`src/rtl/fp_sched_pkg.sv`:
```
// Shared types and helpers for the fp_addsub_sched slice: FSM state codes,
// operation encodings, single-precision field widths and zero detection.
package fp_sched_pkg;

    // FSM state codes
    localparam logic [1:0] IDLE = 2'd0;
    localparam logic [1:0] EXEC = 2'd1;
    localparam logic [1:0] RESP = 2'd2;

    // Operation select on req_op / dp_op
    localparam logic OP_ADD = 1'b0;
    localparam logic OP_SUB = 1'b1;

    // Single-precision field widths
    localparam int SIGN_W = 1;
    localparam int EXP_W  = 8;
    localparam int MANT_W = 23;
    localparam int FP_W   = SIGN_W + EXP_W + MANT_W;

    // A value is zero when everything below the sign bit is clear (+0 or -0)
    function automatic logic is_fp_zero(input logic [FP_W-1:0] x);
        return (x[EXP_W+MANT_W-1:0] == '0);
    endfunction

endpackage

```
`src/rtl/rr_arbiter.sv`:
```
// Combinational round-robin arbiter: the search starts at ptr, wraps from
// N-1 to 0, and the first asserted request wins. Grant is one-hot or zero.
module rr_arbiter #(
    parameter int N   = 4,
    parameter int IDW = 2
) (
    input  logic [N-1:0]   req,
    input  logic [IDW-1:0] ptr,
    output logic [N-1:0]   grant
);

    int unsigned idx;
    logic        found;

    // Scan requesters in rotated order and grant the first one found
    always_comb begin
        // NOTE: every variable gets a default before any branch so no latch is inferred.
        grant = '0;
        found = 1'b0;
        idx   = 0;
        for (int i = 0; i < N; i++) begin
            idx = (int'(ptr) + i) % N;
            if (!found && req[idx[IDW-1:0]]) begin
                grant[idx[IDW-1:0]] = 1'b1;
                found               = 1'b1;
            end
        end
    end

endmodule

```
`src/rtl/fp_addsub_sched.sv`:
```
// Round-robin scheduler sharing one single-precision add/subtract datapath
// between N requesters. The winner's operands are registered onto dp_*, held
// for DP_WAIT cycles, and the sampled result is returned on a single response
// channel tagged with the requester id.
// Optional build macro FP_ZERO_BYPASS_EN: requests with a zero operand are
// answered directly (IDLE -> RESP) without touching dp_*.
module fp_addsub_sched
    import fp_sched_pkg::*;
#(
    parameter int N       = 4,
    parameter int IDW     = 2,
    parameter int DP_WAIT = 1
) (
    input  logic              clk,
    input  logic              rst,
    input  logic [N-1:0]      req_valid,
    output logic [N-1:0]      req_ready,
    input  logic [N-1:0]      req_op,
    input  logic [32*N-1:0]   req_a,
    input  logic [32*N-1:0]   req_b,
    output logic              rsp_valid,
    input  logic              rsp_ready,
    output logic [IDW-1:0]    rsp_id,
    output logic [31:0]       rsp_data,
    output logic [31:0]       dp_a,
    output logic [31:0]       dp_b,
    output logic              dp_op,
    input  logic [31:0]       dp_result,
    output logic              busy,
    output logic [15:0]       op_count
);

    localparam logic [3:0] WAIT_INIT = 4'(DP_WAIT);

    logic [1:0]     state;
    logic [IDW-1:0] ptr;
    logic [3:0]     wait_cnt;
    logic [N-1:0]   grant;
    logic           hs;
    logic [IDW-1:0] sel_idx;
    logic [IDW-1:0] next_ptr;
    logic [31:0]    sel_a;
    logic [31:0]    sel_b;
    logic           sel_op;

    rr_arbiter #(.N(N), .IDW(IDW)) u_arb (
        .req   (req_valid),
        .ptr   (ptr),
        .grant (grant)
    );

    // Offer the grant only in IDLE and never while reset is asserted
    always_comb begin
        req_ready = '0;
        if (state == IDLE && !rst)
            req_ready = grant;
        hs = |(req_valid & req_ready);
    end

    // Decode the one-hot grant into an index, operands and the next pointer
    always_comb begin
        sel_idx = '0;
        sel_a   = '0;
        sel_b   = '0;
        sel_op  = OP_ADD;
        for (int k = 0; k < N; k++) begin
            if (grant[k]) begin
                sel_idx = IDW'(k);
                sel_a   = req_a[32*k +: 32];
                sel_b   = req_b[32*k +: 32];
                sel_op  = req_op[k];
            end
        end
        next_ptr = (sel_idx == IDW'(N-1)) ? '0 : sel_idx + 1'b1;
    end

`ifdef FP_ZERO_BYPASS_EN
    logic        byp_hit;
    logic [31:0] byp_res;

    // Direct result when either operand is zero; subtracting flips b's sign
    always_comb begin
        byp_hit = is_fp_zero(sel_a) || is_fp_zero(sel_b);
        byp_res = sel_a;
        if (is_fp_zero(sel_a) && is_fp_zero(sel_b))
            byp_res = {sel_a[31] & (sel_b[31] ^ (sel_op == OP_SUB)), 31'b0};
        else if (is_fp_zero(sel_b))
            byp_res = sel_a;
        else
            byp_res = {sel_b[31] ^ (sel_op == OP_SUB), sel_b[30:0]};
    end
`endif

    assign busy = (state != IDLE);

    // Main FSM: grant, hold operands for DP_WAIT cycles, present the response
    always_ff @(posedge clk or posedge rst) begin
        if (rst) begin
            state     <= IDLE;
            ptr       <= '0;
            wait_cnt  <= '0;
            rsp_valid <= 1'b0;
            rsp_id    <= '0;
            rsp_data  <= '0;
            dp_a      <= '0;
            dp_b      <= '0;
            dp_op     <= OP_ADD;
            op_count  <= '0;
        end else begin
            // NOTE: non-blocking assignments so every register updates from pre-edge values.
            case (state)
                IDLE: begin
                    if (hs) begin
                        rsp_id <= sel_idx;
                        ptr    <= next_ptr;
`ifdef FP_ZERO_BYPASS_EN
                        if (byp_hit) begin
                            rsp_data  <= byp_res;
                            rsp_valid <= 1'b1;
                            state     <= RESP;
                        end else begin
                            dp_a     <= sel_a;
                            dp_b     <= sel_b;
                            dp_op    <= sel_op;
                            wait_cnt <= WAIT_INIT;
                            state    <= EXEC;
                        end
`else
                        dp_a     <= sel_a;
                        dp_b     <= sel_b;
                        dp_op    <= sel_op;
                        wait_cnt <= WAIT_INIT;
                        state    <= EXEC;
`endif
                    end
                end
                EXEC: begin
                    if (wait_cnt == 4'd1) begin
                        rsp_data  <= dp_result;
                        rsp_valid <= 1'b1;
                        state     <= RESP;
                    end else begin
                        wait_cnt <= wait_cnt - 4'd1;
                    end
                end
                RESP: begin
                    if (rsp_ready) begin
                        rsp_valid <= 1'b0;
                        op_count  <= op_count + 16'd1;
                        state     <= IDLE;
                    end
                end
                default: state <= IDLE;
            endcase
        end
    end

endmodule
```
`config.mk`:
```
export PLATFORM = sky130hd
export DESIGN_NAME = fp_addsub_sched
export DESIGN_NICKNAME = d
export VERILOG_FILES = /design/src/rtl/fp_sched_pkg.sv /design/src/rtl/rr_arbiter.sv /design/src/rtl/fp_addsub_sched.sv
export SDC_FILE = /design/constraint.sdc
export NUM_CORES = 1
export LEC_CHECK = 0
export BUFFER_PORTS_ARGS = -buffer_cell sky130_fd_sc_hd__buf_2
export CORE_AREA = 3 3 164 166
export CTS_CLUSTER_SIZE = 12
export DETAILED_ROUTE_END_ITERATION = 7
export DIE_AREA = 0 0 167 169
export GPL_ROUTABILITY_DRIVEN = 0
export GPL_TIMING_DRIVEN = 0
export SYNTH_ARGS = -nofsm -noshare
export SYNTH_HDL_FRONTEND = slang
export SYNTH_HIERARCHICAL = 1
export SYNTH_SLANG_ARGS = --single-unit
```
`constraint.sdc`:
```
create_clock -name clk -period 8.7 [get_ports clk]
set_clock_uncertainty 0.1 [all_clocks]
set_input_delay 1.74 -clock clk [delete_from_list [all_inputs] [get_ports clk]]
set_output_delay 1.74 -clock clk [all_outputs]
set_load 0.02 [all_outputs]
```
==> out/results.txt <==
Mapped Cells: 665
Peak Freq: 165 MHz
RSZ-0062 raised after global routing: false
Distinct cells, synth: 43
Cell area after synthesis: 7170 µm²
Pin count of the biggest net entering global routing: 80
Setup repair bufs after CTS: 0
Core outline area: 25800 µm²
Final period utilization: 69.8%
Setup violators final: 0
Tmin final: 6.07 ns
Initial DRC count: 425
Setup_tns: 0 ns
Initial Utilization: 27.8%
Arrival @ worst endpoint: 4.23 ns
Mapped Nets: 973
Clock power frac: 14.1%
Most used DFF post-synth: dfrtp_1
Initial antenna violation count: 3
Clock Tree Root: clkbuf_16
Nets: 1412
Status: finished, final reports clean
Int Power: 0.00240 W
Max cap viols: 0
Area contributors post-synth: dfrtp_1 (43%), a221o_1 (8.9%), o31ai_2 (8.7%)
Leakage: 5.13 nW
Synth Register Bits: 124
DP HPWL: 22500 µm
Placed cell areas: 9720 µm²
Commonest non-fill, non-tap cell in the layout: buf_2
Vias: 7078
Chip Width: 167 µm
Slew @ Worst Pin: 0.921 ns
Share of cells above drive strength 1: 52.6%
All-Layer GR Usage: 19.7%
Combinational power share: 64.3%
Vias in the first global route: 6986
Post-synthesis sequential area ratio: 43.3%
YS warnings: 6
Seq pwr share: 21.6%
Design area: 10200 µm²
Clk buf depth: 2
Dominant cell type by area after synthesis: dfrtp_1
Post-Layout Cell Count: 1452
Wirelength per Cell: 19.8 µm
Max Fanout on Critical Path: 10
Post-CTS resize count: 0
First-pass GRT wire length: 42800 µm
Routed WL: 28800 µm
Final Max Slew Viols: 0
Switching Fraction: 47.6%
Buffers on Ports: 419
H-tree depth: 4
CTS buffer count: 17
Clk_lat worst skew: 0.41 ns
Cell Pwr Density: 447 nW/µm²
Cells after DPL: 1420
Die Area: 28200 µm²
Crit path kind: input pin to output pin
# rows: 59
FFs w/ async S/R, synth: 100%
Hold WS: 0.371 ns
Clk slew on worst S/H paths: 0.06 ns
Worst EP required: 6.86 ns
Synth-to-Final Area Change: 42.9%
Routed Antenna Nets: 0
Die height: 169 µm
VDD IR max: 0.175 mV
DRT Pass-1 Iters: 4
CTS tree: yes
Post-Route Utilization: 39.8%
Hold Crit Class: register to register
Share of the synthesized area in the top cell type: 43.3%
Vias per cell: 4.87
Worst setup EP type: output pin
Final hold vios: 0
Post-synth EDFFs: 0
Hold_buf cts: 0
Average cell area after synthesis: 10.8 µm²
Startpoint Class: input pin
Commonest non-fill, non-tap cells in the layout: buf_2 (433), dfrtp_1 (124), nand2_1 (78), a21oi_1 (72), nor2b_1 (68)
Top-Level Pins: 420
DRC viols: 0
Slew headroom: 38.6%
Grt total ovfl: 0
Switching power: 0.00218 W
TritonCTS Sinks: 124
cell type report:
type	instances	area [µm²]
Fill cell	2634	15500
Multi-Input combinational cell	471	3630
Sequential cell	124	3100
Timing Repair Buffer	420	2120
Clock buffer	17	425
Tap cell	335	419
Buffer	58	389
Clock inverter	14	98.8
Inverter	12	50.0
Antenna cell	1	2.50
metrics by stage:
step,setup WS (ns),power [W]
2_1_floorplan,3.28,0.00304
3_3_place_gp,1.79,0.00395
3_5_place_dp,2.60,0.00398
4_1_cts,2.60,0.00464
5_1_grt,2.48,0.00491
6_report,2.63,0.00458
worst paths after layout:
check                                     start                 endpoint  slack [ns]  depth (start not counted)
max                                req_valid[3]             req_ready[2]        2.63                         11
min                        dp_a[26]$_DFFE_PP0P_     dp_a[26]$_DFFE_PP0P_        0.37                          2
max reg2reg                  ptr[0]$_DFFE_PP0P_     dp_a[27]$_DFFE_PP0P_        4.89                         11
min reg2reg                dp_a[26]$_DFFE_PP0P_     dp_a[26]$_DFFE_PP0P_        0.37                          2
max in group asynchronous                   rst        dp_op$_DFFE_PP0P_        6.47                          3
min in group asynchronous                   rst  wait_cnt[2]$_DFFE_PP0P_        1.27                          2
registers in the layout (all words and copies together), names as in the netlist:
register and count:
op_count 16, rsp_data 32, rsp_valid 1, wait_cnt 4
dp_op 1, rsp_id 2, state 2, dp_a 32
dp_b 32, ptr 2
worst max-delay path: stages:
cell and delay (ns):
buf_2 0.12, mux4_2 0.48, buf_6 0.16, nor4b_4 0.36
nand2_1 0.09, o211ai_1 0.11, buf_6 0.18, buf_2 0.37
buf_2 0.29, and2_1 0.14, buf_2 0.17
logic make-up (layout without fill, tap and decap cells):
kind of cell	count (synthesis)	count (layout)	synth area share [%]
compound gates	222	222	26.4
xor+xnor	15	15	1.83
fa+ha+maj	9	9	1.57
buf+inv	70	521	6.05
flops	124	124	43.3
mux	37	37	6.96
other cells	0	1	0
simple gates	188	188	13.9
power groups by stage:
| stage | Sequential [W] | Clock [W] | Combinational [W] |
|---|---|---|---|
| 3_3_place_gp | 0.000991 | 0 | 0.00296 |
| 2_1_floorplan | 0.00127 | 0 | 0.00178 |
| 5_1_grt | 0.00102 | 0.000696 | 0.00319 |
| 3_5_place_dp | 0.000995 | 0 | 0.00298 |
| 4_1_cts | 0.000990 | 0.000667 | 0.00299 |
| 6_report | 0.000990 | 0.000647 | 0.00294 |
synth_stat cells, types with 2 or more instances:
cell / instances
dfrtp_1: 124
nand2_1: 78
a21oi_1: 72
nor2b_1: 68
a221o_1: 64
o31ai_2: 50
mux2_2: 25
clkbuf_1: 17
o31ai_1: 17
buf_2: 14
buf_6: 14
buf_4: 13
inv_1: 12
xnor2_1: 12
ha_1: 9
mux2_4: 8
nand3_1: 7
and2_1: 5
nor2_1: 5
o21ai_0: 5
a21o_2: 4
and3_1: 4
nand2b_1: 4
o211ai_1: 4
and4_1: 3
nand4_1: 3
xor2_1: 3
a22o_1: 2
mux4_1: 2
mux4_2: 2
nor3_1: 2
o21a_1: 2
layer usage:
metal	global-route usage [%]	routed length, µm
met2	32.9	13900
met3	4.90	2090
met1	26.1	12500
met5	0	23
met4	4.05	343
No activity file was read; power rests on OpenSTA's default activity.
